===== src/rtl/pc_lut_pkg.sv =====
// Shared definitions for the programmable jump-target table: default sizes,
// loader FSM encoding and the power-on target image.
package pc_lut_pkg;

  localparam int DEF_D = 12;
  localparam int DEF_A = 4;

  typedef enum logic [1:0] {
    IDX    = 2'd0,
    HI     = 2'd1,
    LO     = 2'd2,
    COMMIT = 2'd3
  } pc_lut_state_e;

  // Plain vector copies of the state encoding for code that keeps state in logic.
  localparam logic [1:0] ST_IDX    = IDX;
  localparam logic [1:0] ST_HI     = HI;
  localparam logic [1:0] ST_LO     = LO;
  localparam logic [1:0] ST_COMMIT = COMMIT;

  localparam int IMAGE_LEN = 4;
  localparam logic [15:0] POWER_ON_IMAGE [IMAGE_LEN] = '{16'd13, 16'd25, 16'd37, 16'd49};

  // Entries beyond the explicit image come up as zero.
  function automatic logic [15:0] image_entry(input int idx);
    if (idx >= 0 && idx < IMAGE_LEN) return POWER_ON_IMAGE[idx[1:0]];
    return 16'd0;
  endfunction

endpackage


===== src/rtl/pc_lut_if.sv =====
// Byte-stream loader handshake between the boot/debug loader and the table writer.
interface pc_lut_if;
  logic       valid;
  logic [7:0] data;
  logic       ready;

  modport master (output valid, output data, input ready);
  modport slave  (input valid, input data, output ready);
endinterface


===== src/rtl/pc_lut_regfile.sv =====
// Jump-target storage: one synchronous write port, combinational read,
// asynchronous reset back to the power-on image.
module pc_lut_regfile
  import pc_lut_pkg::*;
#(
  parameter int D = DEF_D,
  parameter int A = DEF_A
) (
  input  logic         clk,
  input  logic         rst_n,
  input  logic         we,
  input  logic [A-1:0] waddr,
  input  logic [D-1:0] wdata,
  input  logic [A-1:0] raddr,
  output logic [D-1:0] rdata
);

  logic [D-1:0] mem [2**A];

  always_ff @(posedge clk or negedge rst_n) begin
    if (!rst_n) begin
      for (int i = 0; i < 2**A; i++) begin
        mem[i] <= D'(image_entry(i));
      end
    end else if (we) begin
      mem[waddr] <= wdata;
    end
  end

  // No write bypass: a read of the committing entry sees the old value.
  assign rdata = mem[raddr];

endmodule


===== src/rtl/pc_lut_writer.sv =====
// Loader FSM that assembles three-byte records (index, target high, target low),
// rejects records with stray high bits, and commits good ones into the table.
module pc_lut_writer
  import pc_lut_pkg::*;
#(
  parameter int D = DEF_D,
  parameter int A = DEF_A
) (
  input  logic         clk,
  input  logic         rst_n,
  pc_lut_if.slave      ld,
  input  logic         clr_err,
  input  logic [A-1:0] addr,
  output logic [D-1:0] target,
  output logic         wr_done,
  output logic         err
);

  logic [1:0]   state;
  logic [A-1:0] idx_q;
  logic [D-9:0] hi_q;
  logic [7:0]   lo_q;
  logic         bad_q;
  logic         xfer;
  logic         idx_bad;
  logic         hi_bad;
  logic         commit_we;

  assign ld.ready  = (state != ST_COMMIT);
  assign xfer      = ld.valid && ld.ready;
  assign idx_bad   = (ld.data >> A) != 8'd0;
  assign hi_bad    = (ld.data >> (D - 8)) != 8'd0;
  assign commit_we = (state == ST_COMMIT) && !bad_q;
  assign wr_done   = commit_we;

  // A malformed record is still consumed byte for byte so framing stays aligned;
  // bad_q remembers any must-be-zero violation until the commit cycle.
  always_ff @(posedge clk or negedge rst_n) begin
    if (!rst_n) begin
      state <= ST_IDX;
      idx_q <= '0;
      hi_q  <= '0;
      lo_q  <= '0;
      bad_q <= 1'b0;
    end else begin
      case (state)
        ST_IDX: begin
          if (xfer) begin
            idx_q <= ld.data[A-1:0];
            bad_q <= idx_bad;
            state <= ST_HI;
          end
        end
        ST_HI: begin
          if (xfer) begin
            hi_q  <= ld.data[D-9:0];
            bad_q <= bad_q | hi_bad;
            state <= ST_LO;
          end
        end
        ST_LO: begin
          if (xfer) begin
            lo_q  <= ld.data;
            state <= ST_COMMIT;
          end
        end
        ST_COMMIT: state <= ST_IDX;
        default:   state <= ST_IDX;
      endcase
    end
  end

  // Setting takes priority over clearing when both land in the same commit.
  always_ff @(posedge clk or negedge rst_n) begin
    if (!rst_n) begin
      err <= 1'b0;
    end else if ((state == ST_COMMIT) && bad_q) begin
      err <= 1'b1;
    end else if (clr_err) begin
      err <= 1'b0;
    end
  end

  pc_lut_regfile #(
    .D(D),
    .A(A)
  ) u_regfile (
    .clk   (clk),
    .rst_n (rst_n),
    .we    (commit_we),
    .waddr (idx_q),
    .wdata ({hi_q, lo_q}),
    .raddr (addr),
    .rdata (target)
  );

endmodule


===== src/flat_wrapper.sv =====
// flat-port wrapper written by rule: the top's interface ports become plain ports
module pc_lut_writer_flat import pc_lut_pkg::*;
#(
  parameter int D = DEF_D,
  parameter int A = DEF_A
)
  (clk, rst_n, clr_err, addr, target, wr_done, err, ld_valid, ld_data, ld_ready);
  pc_lut_if ld_i ();
  input  logic clk;
  input  logic rst_n;
  input  logic clr_err;
  input  logic [A-1:0] addr;
  output logic [D-1:0] target;
  output logic wr_done;
  output logic err;
  input wire logic [$bits(ld_i.valid)-1:0] ld_valid;
  input wire logic [$bits(ld_i.data)-1:0] ld_data;
  output wire logic [$bits(ld_i.ready)-1:0] ld_ready;
  assign ld_i.valid = ld_valid;
  assign ld_i.data = ld_data;
  assign ld_ready = ld_i.ready;
  pc_lut_writer #(.D(D), .A(A)) u_core (.clk(clk), .rst_n(rst_n), .ld(ld_i), .clr_err(clr_err), .addr(addr), .target(target), .wr_done(wr_done), .err(err));
endmodule

===== config.mk =====
export PLATFORM = sky130hd
export DESIGN_NAME = pc_lut_writer_flat
export DESIGN_NICKNAME = d
export VERILOG_FILES = /design/src/rtl/pc_lut_pkg.sv /design/src/rtl/pc_lut_if.sv /design/src/rtl/pc_lut_regfile.sv /design/src/rtl/pc_lut_writer.sv /design/src/flat_wrapper.sv
export SDC_FILE = /design/constraint.sdc
export NUM_CORES = 1
export LEC_CHECK = 0
export BUFFER_PORTS_ARGS = -buffer_cell sky130_fd_sc_hd__buf_2
export CAP_MARGIN = 20
export CORE_MARGIN = 5
export CORE_UTILIZATION = 45
export CTS_BUF_LIST = sky130_fd_sc_hd__clkbuf_8 sky130_fd_sc_hd__clkbuf_16
export DETAILED_ROUTE_END_ITERATION = 8
export GPL_ROUTABILITY_DRIVEN = 1
export PLACE_DENSITY = 0.7
export SLEW_MARGIN = 0
export SYNTH_ARGS = -nofsm -noshare
export SYNTH_HDL_FRONTEND = slang
export SYNTH_SLANG_ARGS = --single-unit

===== constraint.sdc =====
create_clock -name clk -period 2.1 [get_ports clk]
set_input_delay 0.21 -clock clk [delete_from_list [all_inputs] [get_ports clk]]
set_output_delay 0.21 -clock clk [all_outputs]
set_load 0.02 [all_outputs]

==> impl_metrics.prom <==
# TYPE chip_impl_metric gauge
chip_impl_metric{name="die_area",unit="um^2"} 24480
chip_impl_metric{name="post_layout_min_period",unit="ns"} 2.064
chip_impl_metric{name="max_clock_freq",unit="MHz"} 484.5
chip_impl_metric{name="initialDrtViolationCount",unit=""} 289
chip_impl_metric{name="timing.final.crit_share",unit="%"} 98.29
chip_impl_metric{name="grt_start_max_net_pins",unit=""} 75
chip_impl_metric{name="async_reset_ff_share",unit="%"} 100.0
chip_impl_metric{name="comb_power_share",unit="%"} 24.4
chip_impl_info{name="r2r-end",value="u_core.u_regfile.mem[155]$_DFFE_PN0P_"} 1
chip_impl_metric{name="setup_violations",unit=""} 0
chip_impl_metric{name="antenna_found_initial",unit=""} 0
chip_impl_metric{name="insertion_delay",unit="ns"} 0.51
chip_impl_metric{name="maxSlewHeadroom",unit="%"} 58.24
chip_impl_metric{name="dp.final_hpwl",unit="um"} 13730
chip_impl_metric{name="clkSinkCount",unit=""} 212
chip_impl_metric{name="hold-worst-slack",unit="ns"} 0.03013
chip_impl_info{name="status",value="finished clean"} 1
chip_impl_metric{name="switching_share",unit="%"} 29.36
chip_impl_metric{name="max_cap_violations",unit=""} 0
chip_impl_metric{name="cts.htree.levels",unit=""} 1
chip_impl_metric{name="synth_top_area_share",unit="%"} 51.84
chip_impl_metric{name="synth_seq_cells",unit=""} 212
chip_impl_metric{name="global_route.overflow_total",unit=""} 0
chip_impl_metric{name="synth.lib_cells_used.distinct",unit=""} 35
chip_impl_info{name="synth_top_cells_by_count",value="dfrtp_1, mux2_2, mux4_2"} 1
chip_impl_metric{name="y_dimension_of_the_die",unit="um"} 156.5
chip_impl_metric{name="routed_via_density",unit=""} 5.728
chip_impl_metric{name="setup_tns",unit="ns"} 0
chip_impl_metric{name="synthXorXnorAreaFrac",unit="%"} 0
chip_impl_info{name="tritoncts",value="done"} 1
chip_impl_metric{name="synth_warnings",unit=""} 0
chip_impl_info{name="regToRegStartpoint",value="u_core.state[0]$_DFFE_PN0P_"} 1
chip_impl_info{name="main_combinational_cell_family_by_area_after_synthesis",value="multiplexers"} 1
chip_impl_info{name="criticalPathCategory",value="reg2out"} 1
chip_impl_metric{name="worst_path_largest_cell_delay",unit="ns"} 0.48
chip_impl_metric{name="compound_cell_area_share_of_the_yosys_netlist",unit="%"} 2.307
chip_impl_metric{name="number_of_detailed_routing_iterations_run_before_antenna_repair",unit=""} 4
chip_impl_metric{name="post_cts.repair.setup_buffers",unit=""} 0
chip_impl_metric{name="synthSimpleGateAreaFrac",unit="%"} 3.460
chip_impl_metric{name="clkPwrFrac",unit="%"} 27.5
chip_impl_metric{name="worstPathRequired",unit="ns"} 1.89
chip_impl_metric{name="power_report.internal_total",unit="mW"} 10.44
chip_impl_metric{name="totalWireLength",unit="um"} 21440
chip_impl_metric{name="grt_first_pass_wirelength",unit="um"} 34910
chip_impl_metric{name="postPlaceCellArea",unit="um^2"} 10310
chip_impl_metric{name="nNetsFinal",unit=""} 675
chip_impl_info{name="timing.critical_path.slowest_stage_cell",value="mux4_2"} 1
chip_impl_metric{name="synth_nets",unit=""} 625
chip_impl_metric{name="clk_pin_slew",unit="ns"} 0.06
chip_impl_info{name="worstPathCellList",value="mux4_2 -> a22oi_1 -> nand2_1 -> buf_2"} 1
chip_impl_metric{name="synth_seq_area_share",unit="%"} 55.11
chip_impl_metric{name="largest_buffer_count_on_any_clock_path",unit=""} 3
chip_impl_info{name="cp-start-kind",value="flip-flop"} 1
chip_impl_metric{name="timing.final.max_slew_violations",unit=""} 0
chip_impl_metric{name="seq_area",unit="um^2"} 5320
chip_impl_metric{name="antenna_cells",unit=""} 0
chip_impl_metric{name="rows",unit=""} 53
chip_impl_info{name="yosysTopAreaCell",value="dfrtp_1"} 1
chip_impl_metric{name="nFillCells",unit=""} 1692
chip_impl_metric{name="syn2layout_area_growth",unit="%"} 16.37
chip_impl_metric{name="reg2reg_setup_slack",unit="ns"} 0.17
chip_impl_metric{name="postLayoutCellArea",unit="um^2"} 11230
chip_impl_info{name="holdPathEnd",value="u_core.state[0]$_DFFE_PN0P_"} 1
chip_impl_metric{name="grt_util_all_layers",unit="%"} 18.36
chip_impl_metric{name="muxShareOfSynthArea",unit="%"} 35.85
chip_impl_metric{name="grt_pass1_vias",unit=""} 5967
chip_impl_info{name="synth.top_cells.by_area",value="dfrtp_1, mux2_2, mux4_2"} 1
chip_impl_metric{name="timing.final.hold_violations",unit=""} 0
chip_impl_metric{name="layout.core_utilization",unit="%"} 53.28
chip_impl_metric{name="drive_gt1_share",unit="%"} 57.01
chip_impl_metric{name="power.ir.vdd_worst",unit="mV"} 1.072
chip_impl_metric{name="p_leak",unit="nW"} 5.325
chip_impl_metric{name="antenna_violating_nets_post_route",unit=""} 0
chip_impl_metric{name="switching_power",unit="mW"} 4.339
chip_impl_metric{name="floorplan.io_pins",unit=""} 31
chip_impl_metric{name="route.detailed.wl_per_inst",unit="um"} 22.69
chip_impl_metric{name="power.sequential.fraction",unit="%"} 48.1
chip_impl_info{name="hold_path_startpoint",value="ld_valid"} 1
chip_impl_metric{name="synth_fa_ha_area_share",unit="%"} 0.6480
chip_impl_metric{name="cellPowerDensity",unit="nW/um^2"} 1315
chip_impl_metric{name="multi_input_comb_area",unit="um^2"} 4133
chip_impl_metric{name="synth.cell_area",unit="um^2"} 9654
chip_impl_info{name="hold_class",value="in2reg"} 1
chip_impl_metric{name="path_max_fanout",unit=""} 2
chip_impl_metric{name="syn-instance-count",unit=""} 604
chip_impl_info{name="unrepaired_setup_endpoints_after_global_routing",value="yes"} 1
chip_impl_info{name="clockRootBuffer",value="clkbuf_16"} 1
chip_impl_info{name="yosys.cell_count.top_type",value="dfrtp_1"} 1
chip_impl_metric{name="residual_drc_count",unit=""} 0
chip_impl_metric{name="cts-buffers-inserted",unit=""} 22
chip_impl_metric{name="initial_utilization",unit="%"} 45.78
chip_impl_metric{name="tightestPinTransition",unit="ns"} 0.6264
chip_impl_info{name="timing.critical_path.to_type",value="primary output"} 1
chip_impl_metric{name="critical_path_arrival",unit="ns"} 1.85
chip_impl_metric{name="timing.clock.skew",unit="ns"} 0.009511
chip_impl_metric{name="buffer_ports.inserted",unit=""} 30
chip_impl_metric{name="route.vias.total",unit=""} 5413
chip_impl_info{name="ys.flop_type",value="dfrtp_1"} 1
chip_impl_metric{name="min_delay_path_depth",unit=""} 4
chip_impl_metric{name="gp_congestion",unit=""} 0.7604
chip_impl_metric{name="mapped_avg_cell_area",unit="um^2"} 15.98
chip_impl_metric{name="die_width",unit="um"} 156.5
chip_impl_metric{name="core_region_area",unit="um^2"} 21090
chip_impl_metric{name="synth-edff-count",unit=""} 0
chip_impl_metric{name="worst-r2r-cell-count",unit=""} 5
what timing repair did:
action                                  4_1_cts  5_1_grt
hold buffers                                 10        0
endpoints found under the setup margin        1       30
endpoints found under the hold margin        84        0
pin swaps                                     0        5
gates resized for setup                       1       11
worst max path at each step:
stage	endpoint	slack (ns)	start	depth (start not counted)
after CTS	target[7]	0.0002	u_core.u_regfile.mem[151]$_DFFE_PN0P_	4
after global placement	u_core.u_regfile.mem[188]$_DFFE_PN0P_	0.14	u_core.state[0]$_DFFE_PN0P_	4
final	target[11]	0.04	u_core.u_regfile.mem[155]$_DFFE_PN0P_	4
after global routing	target[7]	-0.01	u_core.u_regfile.mem[55]$_DFFE_PN0P_	4
after detailed placement	u_core.u_regfile.mem[151]$_DFFE_PN0P_	0.08	u_core.state[0]$_DFFE_PN0P_	5
after floorplan	u_core.u_regfile.mem[145]$_DFFE_PN0P_	0.30	u_core.state[0]$_DFFE_PN0P_	5
power groups by stage:
| stage | Sequential, mW | Combinational [mW] | Clock, mW |
|---|---|---|---|
| 3_5_place_dp | 7.15 | 3.57 | 0 |
| 3_3_place_gp | 6.96 | 3.42 | 0 |
| 6_report | 7.11 | 3.61 | 4.06 |
| 4_1_cts | 7.09 | 3.61 | 4.14 |
| 2_1_floorplan | 6.43 | 3.07 | 0 |
| 5_1_grt | 7.34 | 3.92 | 4.32 |
state kept, by name (all words and copies together), names as in the netlist:
register and flops:
u_core.u_regfile.mem 192, u_core.lo_q 8, u_core.hi_q 4, u_core.idx_q 4, u_core.state 2, u_core.bad_q 1
u_core.err 1
per-layer routing:
layer / share of wire, % / global-route usage (%) / vias up
li1: - / - / 2360
met1: 45 / 26.01 / 2930
met2: 50 / 30.31 / 104
met3: 3.8 / 2.710 / 19
met4: 1.6 / 4.215 / 0
met5: 0 / 0 / -
layout by cell type, fill, tap and decap left out, types with 3 or more instances in the layout:
master | netlist | routed
dfrtp_1 | 200 | 200
mux2_2 | 196 | 196
mux4_2 | 48 | 48
buf_2 | 11 | 27
clkbuf_16 | 0 | 23
nand2_1 | 22 | 22
buf_4 | 5 | 17
a22oi_1 | 24 | 14
buf_12 | 0 | 14
dfstp_2 | 12 | 12
inv_1 | 4 | 11
a22oi_2 | 0 | 10
mux2_4 | 10 | 10
dlygate4sd3_1 | 0 | 10
nor2_1 | 7 | 7
clkbuf_8 | 0 | 5
nor2b_1 | 4 | 4
nand2_2 | 4 | 4
ha_1 | 5 | 4
o21ai_0 | 3 | 3
bufinv_16 | 0 | 3
final cells by class:
cell class	instances	share of cell area, %
Sequential cell	212	47.36
Clock buffer	27	5.613
Timing Repair Buffer	69	5.847
Tap cell	275	3.063
Inverter	4	0.1336
Multi-Input combinational cell	345	36.79
Clock inverter	13	1.203
critical path, delay by kind of cell, from the launching register on:
family	cells	cell delay, ns
multiplexers	1	0.48
flip-flops	1	0.38
AO/OA/AOI/OAI	1	0.21
buffers and inverters	1	0.17
AND/OR/NAND/NOR	1	0.10
cell families after synthesis:
logic type                 Yosys count
muxes                              256
and+or+nand+nor                     53
buffers and inverters               47
adders and majority gates            5
DFF                                212
AOI/OAI and AO/OA                   31
through the flow:
stage	total power, mW	cells	setup slack, ns
6_report	14.78	945	0.03595
5_1_grt	15.58	945	-0.01414
4_1_cts	14.85	944	0.0001956
3_5_place_dp	10.72	894	0.08175
3_3_place_gp	10.39	894	0.1367
2_1_floorplan	9.503	604	0.2976
Note: power is estimated with default switching activity, not from simulation.
